**config.mk**
```make
export PLATFORM = sky130hd
export DESIGN_NAME = servo_pwm_driver
export DESIGN_NICKNAME = d
export VERILOG_FILES = /design/src/rtl/servo_pwm_driver.sv
export SDC_FILE = /design/constraint.sdc
export NUM_CORES = 1
export LEC_CHECK = 0
export CAP_MARGIN = 20
export CORE_ASPECT_RATIO = 1.1
export CORE_MARGIN = 3
export CORE_UTILIZATION = 30
export DETAILED_ROUTE_END_ITERATION = 7
export GPL_ROUTABILITY_DRIVEN = 0
export PLACE_DENSITY = 0.47
export SKIP_LAST_GASP = 1
export SLEW_MARGIN = 20
export SYNTH_ARGS = -nofsm -noshare
export SYNTH_HDL_FRONTEND = slang
export SYNTH_SLANG_ARGS = --single-unit
```
**constraint.sdc**
```tcl
create_clock -name clk -period 3.6 [get_ports clk]
set_clock_uncertainty 0.15 [all_clocks]
set_input_delay 0.72 -clock clk [delete_from_list [all_inputs] [get_ports clk]]
set_output_delay 0.72 -clock clk [all_outputs]
set_load 0.05 [all_outputs]
```
**src/rtl/servo_pwm_driver.sv**
```systemverilog
// servo_pwm_driver
//   Generates one PWM waveform per servo (4 servos). Each frame lasts PERIOD
//   clocks. At every frame start the commanded servo (ServoNum) takes a new
//   high-time. That high-time is first clamped to [DUTY_MIN, DUTY_MAX]. All
//   other servos keep their last high-time. A one-cycle pulse marks each
//   frame wrap, and the sequencer counts these pulses.
//
// Ports
//   clk                  system clock
//   ResetN               asynchronous active-low reset
//   EnablePWM            run enable; low forces the frame counter to 0 and
//                        drives the outputs low
//   ServoNum[1:0]        servo whose high-time is being commanded
//   ActiveServoDuty      commanded high-time in clocks (sampled at frame start)
//   PWMOut[3:0]          registered PWM outputs, one bit per servo
//   ActivePeriodFinished registered one-cycle pulse on each frame wrap
//   DutyClamped          registered; 1 if the last duty load was clamped
module servo_pwm_driver #(
  parameter int unsigned PERIOD    = 2_000_000,
  parameter int unsigned DUTY_W    = 21,
  parameter int unsigned DUTY_MIN  = 50_000,
  parameter int unsigned DUTY_MAX  = 250_000,
  parameter int unsigned DUTY_INIT = 150_000
) (
  input  logic              clk,
  input  logic              ResetN,
  input  logic              EnablePWM,
  input  logic [1:0]        ServoNum,
  input  logic [DUTY_W-1:0] ActiveServoDuty,
  output logic [3:0]        PWMOut,
  output logic              ActivePeriodFinished,
  output logic              DutyClamped
);

  localparam logic [DUTY_W-1:0] CNT_LAST = DUTY_W'(PERIOD - 1);
  localparam logic [DUTY_W-1:0] CNT_ONE  = DUTY_W'(1);
  localparam logic [DUTY_W-1:0] D_MIN    = DUTY_W'(DUTY_MIN);
  localparam logic [DUTY_W-1:0] D_MAX    = DUTY_W'(DUTY_MAX);
  localparam logic [DUTY_W-1:0] D_INIT   = DUTY_W'(DUTY_INIT);

  function automatic logic [DUTY_W-1:0] clamp_duty(input logic [DUTY_W-1:0] value);
    if (value < D_MIN)      clamp_duty = D_MIN;
    else if (value > D_MAX) clamp_duty = D_MAX;
    else                    clamp_duty = value;
  endfunction

  function automatic logic duty_out_of_range(input logic [DUTY_W-1:0] value);
    duty_out_of_range = (value < D_MIN) || (value > D_MAX);
  endfunction

  logic [DUTY_W-1:0] counter;
  logic [DUTY_W-1:0] duty [4];
  logic [DUTY_W-1:0] eff  [4];
  logic [DUTY_W-1:0] load_val;
  logic              load_clamped;
  logic              frame_start;
  logic              frame_wrap;

  // Frame control and load-value preparation (combinational, ahead of the output registers)
  assign frame_start  = EnablePWM && (counter == '0);
  assign frame_wrap   = EnablePWM && (counter == CNT_LAST);
  assign load_val     = clamp_duty(ActiveServoDuty);
  assign load_clamped = duty_out_of_range(ActiveServoDuty);

  // The servo being loaded compares against its new value in the same
  // cycle. This makes its high-time begin exactly one clock after frame
  // start, with no runt pulse from the old value.
  always_comb begin
    for (int i = 0; i < 4; i++) begin
      eff[i] = duty[i];
      if (frame_start && (ServoNum == 2'(i))) eff[i] = load_val;
    end
  end

  // Output register stage: counter, duty store and registered outputs
  always_ff @(posedge clk or negedge ResetN) begin
    if (!ResetN) begin
      counter              <= '0;
      PWMOut               <= '0;
      ActivePeriodFinished <= 1'b0;
      DutyClamped          <= 1'b0;
      for (int i = 0; i < 4; i++) duty[i] <= D_INIT;
    end else if (!EnablePWM) begin
      // Idle: a partial frame is discarded. Duty values and the clamp flag are kept.
      counter              <= '0;
      PWMOut               <= '0;
      ActivePeriodFinished <= 1'b0;
    end else begin
      counter              <= frame_wrap ? '0 : counter + CNT_ONE;
      ActivePeriodFinished <= frame_wrap;
      for (int i = 0; i < 4; i++) PWMOut[i] <= (counter < eff[i]);
      if (frame_start) begin
        duty[ServoNum] <= load_val;
        DutyClamped    <= load_clamped;
      end
    end
  end

endmodule
```
; Yosys cells after proc, flatten, opt, wreduce, memory -nomap -nowiden
; Index checks and enable logic that the tools add are counted.
[classes]
add_sub_neg = 1
order_cmp = 8
eq_ne = 4
muxes = 13
n_bitwise = 1
n_reduce_logical = 11
[ops]
columns = cell, n
row1 = 21-bit two-way mux, 9
row2 = 84-bit bitwise mux, 1
row3 = 21-bit < comparator, 4
row4 = 21-bit demux with 2-bit select, 1
row5 = 21-bit by 1-bit adder with 21-bit output (second input constant), 1
row6 = 21-bit == test (second input constant), 1
row7 = 21-bit by 18-bit greater-than comparator with 1-bit output (second input constant), 1
row8 = 21-bit logical NOT, 1
row9 = 21-bit by 16-bit < comparator with 1-bit output (second input constant), 1
row10 = 1-bit logical AND, 7
row11 = 2-bit == test (second input constant), 2
row12 = 4-bit two-way mux, 1
row13 = 3-bit greater-or-equal comparator (second input constant), 1
row14 = 3-bit by 1-bit < comparator with 1-bit output (second input constant), 1
row15 = 2-bit NOT with 3-bit output, 1
row16 = 2-bit by 1-bit == test with 1-bit output (second input constant), 1
row17 = 2-bit logical NOT, 1
row18 = 2-bit AND reduction, 1
row19 = 1-bit logical OR, 1
row20 = 1-bit two-way mux, 1
[totals]
register_bits = 111
input_bits = 26
output_inout_bits = 6
wordCells = 46

; Depth between registers and ports, before layout
; Gate-level depths: netlist of the first run.
[logic_depth]
depth_word = 6
mapped_depth = 16
ltp_nobuf = 13

; Least setup slack after synthesis of the first run
; Ideal clock, no wire load.
[synth_path]
path_kind = in2reg
start = input ActiveServoDuty[11]
end = register PWMOut[0]
setup_ps = 136
arrival_ps = 3773
required_ps = 3314
path_slack_ps = -459
stages = 13
n_path_buf = 2
cell_sequence = or4_4 > a221oi_2 > o31a_1 > buf_4 > and3_1 > buf_2 > mux2i_1 > ha_1 > nand4_1 > or2_2 > or4_1 > a311oi_1 > a211oi_2
[synth_via]
elab_chain_len = 6
word_cells_on_any_way = 7
cone_classes = order compare: 3 / mux: 4
[synth_lines]
columns = element, line_no
row1 = start: declaration, 29  ; input logic [DUTY_W-1:0] ActiveServoDuty,
row2 = 21-bit by 18-bit greater-than comparator with 1-bit output, 43  ; else if (value > D_MAX) clamp_duty = D_MAX;
row3 = 21-bit two-way mux, 43
row4 = 21-bit two-way mux *, 42  ; if (value < D_MIN) clamp_duty = D_MIN;
row5 = 21-bit two-way mux *, 71  ; if (frame_start && (ServoNum == 2'(i))) eff[i] = load_val;
row6 = 21-bit < comparator *, 91  ; for (int i = 0; i < 4; i++) PWMOut[i] <= (counter < eff[i]);
row7 = 4-bit two-way mux *, 83  ; end else if (!EnablePWM) begin
row8 = end signal: assignment, 79  ; PWMOut <= '0;
row9 = end signal: assignment, 86  ; PWMOut <= '0;
row10 = end: declaration, 30  ; output logic [3:0] PWMOut,
; Mark *: on every way between the ends. The rest lies on a longest branch, timed or not.
; A chain may end at the register's enable or synchronous reset.

; Worst setup path after layout of the first run
[layout_path]
start = input ActiveServoDuty[10]
end = register PWMOut[3]
; Same word-level chain as after synthesis.

==> impl_metrics.py, run 1 <==
metrics = {
    "global_routing": {
        "track_usage": 0.1767,
        "grt_pass1_wl_um": 36020,
        "grt_max_degree": 85,
        "grt_overflow": 0,
        "antenna_found_initial": 0,
        "grt_pass1_vias": 6303,
    },
    "synth": {
        "ys_warn_count": 0,
        "syn_nets": 809,
        "synth_top_family_by_area": "multiplexers",
        "synthFlopType": "dfrtp_1",
        "muxShareOfSynthArea": 0.1516,
        "ys_types": 54,
        "synth_async_sr_flop_share": 1.000,
        "avgSynthCellArea_sq_um": 10.42,
        "synth_xor_area_frac": 0.02279,
        "synth_enable_flop_cells": 0,
        "synth-compound-area-share": 0.1136,
        "ys_ff_latch": 111,
        "syn_inst": 701,
        "synth_fa_ha_area_frac": 0.1405,
        "yosysSeqAreaShare": 0.3859,
        "synthSimpleGateAreaFrac": 0.1494,
        "syn_area_sq_mm": 0.007302,
    },
    "power": {
        "combPwrFrac": 0.230,
        "power.internal_mw": 2.393,
        "cellLeakagePower_nw": 4.482,
        "power_density_mw_per_mm2": 336.6,
        "netSwitchingPower_mw": 0.9286,
        "switching_share": 0.2795,
        "ir_drop_mv": 0.2426,
        "p_seq_frac": 0.436,
        "p_clk_frac": 0.334,
    },
    "critical_path": {
        "crit_path_end_kind": "flip-flop",
        "critPathBufInv": 6,
        "critical-path-top-delay-family": "simple AND/OR/NAND/NOR gates",
        "crit_chain": "buf_6, buf_6, or4_4, a211oi_4, buf_4, nand2b_4, buf_6, and3_4, buf_6, mux2i_2, ha_1, nand3_2, nor4_4, buf_4, nand3_2, a311oi_2, nor3_1",
        "worstPathArrival_ps": 3770,
        "start_kind": "primary input",
        "crit_top_cell": "buf_6",
        "crit_path_top_delay_cell": "or4_4",
        "critPathLaunch": "ActiveServoDuty[10]",
        "r2r-start": "counter[1]",
        "crit_type": "primary input to flip-flop",
        "required_ps": 3690,
        "max_stage_delay_ps": 530,
        "worstPathMaxFanout": 5,
    },
    "min_path": {
        "min_path_type": "primary input to async pin",
    },
    "placed_design": {
        "place_area_sq_mm": 0.009111,
        "hpwl_um": 17930,
        "portBuffers": 31,
        "dp.cells": 1158,
    },
    "drt": {
        "ant_nets": 0,
        "drc": 0,
        "routed_via_density": 5.132,
        "dr.pass1.iters": 5,
        "drtIter0Drc": 402,
        "wl_per_cell_um": 19.33,
        "wl_um": 22920,
        "num_vias": 6087,
    },
    "clocking": {
        "cts_tree": "yes",
        "numCtsBuffers": 9,
        "hold_buffers": 0,
        "cts_buffer_depth": 2,
        "clock_sinks": 111,
        "clock_latency_ps": 360,
        "path_clk_slew_ps": 80,
        "htreeDepth": 3,
        "cts-root-buf": "clkbuf_16",
    },
    "final_layout": {
        "antenna_cells": 0,
        "finalInstanceArea_sq_mm": 0.009871,
        "drive_gt1_frac": 0.3871,
        "layout_common_cells": "149 x buf_4, 79 x dfrtp_1, 78 x ha_1, 55 x nor2_1, 53 x mux2_2",
        "fin_nets": 984,
        "final_cells": 1186,
        "final_common_cell": "buf_4",
        "final_util": 0.4153,
        "layout-area-overhead-vs-synth_pct": 35.18,
    },
    "sta": {
        "fmax_ghz": 0.2719,
        "worst_slew_pin_slew_ps": 507.7,
        "hold_violations": 0,
        "slew_headroom": 0.6605,
        "rsz0062_at_grt": "yes",
        "tns_ps": -95.19,
        "final-setup-viol-count": 2,
        "post-route-period-util": 1.022,
        "post-route-min-period_ps": 3678,
        "setup_slack_ps": -77.74,
        "final-max-slew-violation-count": 0,
    },
    "floorplanning": {
        "ios": 32,
        "die_area_sq_mm": 0.02625,
        "rows": 59,
        "start_util": 0.3072,
        "fp.dieH_um": 169.6,
        "die_w_um": 154.8,
        "core_area_sq_mm": 0.02377,
    },
    "outcome": {
        "outcome": "complete, but fails checks",
        "violations": "setup timing",
    },
    "run": {
        "max_cap_viol_count": 0,
    },
}
-- cell type report --
| type | instances | area [sq um] |
|---|---|---|
| clock buffer | 12 | 246.5 |
| clock inverter | 4 | 70.07 |
| fill | 2313 | 13900 |
| inverter | 27 | 101.3 |
| multi-input combinational | 531 | 4601 |
| sequential | 111 | 2818 |
| tap | 305 | 381.6 |
| timing repair buffer | 196 | 1653 |
-- Yosys cell counts (17+ instances only) --
master   number  area share
a21oi_1      31       0.021
o21ai_0      17       0.012
buf_2        22       0.015
nand3_1      20       0.014
mux2_2       53       0.082
inv_1        27       0.014
dfrtp_1      79        0.27
nor2_1       56       0.029
a21o_1       25       0.026
dfstp_2      32        0.12
ha_1         82        0.14
nand2_1      28       0.014
mux2i_1      51       0.070
nand4_1      21       0.018
-- repair_timing --
item / CTS / global route
buffers inserted: 8 / 4
cloned: 0 / 0
endpoints found under the setup margin: 4 / 4
resized for setup: 81 / 46
pin swaps: 14 / 21
-- cells by family after synthesis --
group | count (synthesis)
xor gates and xnor gates | 19
AOI/OAI and AO/OA | 119
DFF | 111
muxes | 104
adders and majority gates | 82
and+or+nand+nor | 207
buffers and inverters | 59
-- path summary, 6_finish.rpt --
check                      slack [ps]  depth (start not counted)     endpoint
hold / removal                    120                          1  counter[20]
setup / recovery                  -80                         17    PWMOut[3]
min in group clk                  330                          1     duty[12]
max in group asynchronous        2340                          2      duty[7]
setup reg to reg                   60                         14    PWMOut[3]
hold reg to reg                   330                          1     duty[12]
-- power groups by stage --
stage | Clock [mW] | Combinational, mW | Sequential, mW
after floorplan | 0 | 0.381 | 1.47
after global placement | 0 | 0.700 | 1.46
after detailed placement | 0 | 0.714 | 1.47
after CTS | 1.13 | 0.733 | 1.45
after global routing | 1.19 | 0.842 | 1.46
final | 1.11 | 0.764 | 1.45
-- metrics by stage --
| stage | power [mW] | hold slack (ps) | setup WS [ps] |
|---|---|---|---|
| 6_report | 3.322 | 124.1 | -77.74 |
| 5_1_grt | 3.498 | 149.3 | -150.2 |
| 4_1_cts | 3.313 | 145.1 | -30.41 |
| 3_5_place_dp | 2.181 | 316.6 | -1022 |
| 3_3_place_gp | 2.163 | 311.5 | -860.8 |
| 2_1_floorplan | 1.847 | 274.4 | -137.4 |
-- worst reg2reg max path, delay by kind of cell, from the launching register on --
family | cells | cell delay [ps]
fa+ha+maj | 2 | 440
simple gates | 4 | 820
mux | 1 | 250
buf+inv | 3 | 400
flops | 1 | 380
compound gates | 4 | 1030
-- sequential cells by signal (all words and copies together) (netlist names) --
register / cells
counter: 21
duty: 84
PWMOut: 4
ActivePeriodFinished: 1
DutyClamped: 1
-- routing by layer --
metal | track usage | vias to the layer above | part of all wire
li1 | - | 2934 | -
met1 | 0.2430 | 2996 | 0.47
met2 | 0.2876 | 126 | 0.47
met3 | 0.02576 | 31 | 0.034
met4 | 0.05684 | 0 | 0.026
met5 | 0 | - | 0
(Power assumes the default switching activity.)
==> run 2: changes to the inputs <==
--- a/config.mk
+++ b/config.mk
@@ -5,7 +5,6 @@
 export SDC_FILE = /design/constraint.sdc
 export NUM_CORES = 1
 export LEC_CHECK = 0
-export CAP_MARGIN = 20
 export CORE_ASPECT_RATIO = 1.1
 export CORE_MARGIN = 3
 export CORE_UTILIZATION = 30
==> results of run 2 <==
The final DEF is identical to that of run 1; final timing and power are the same.
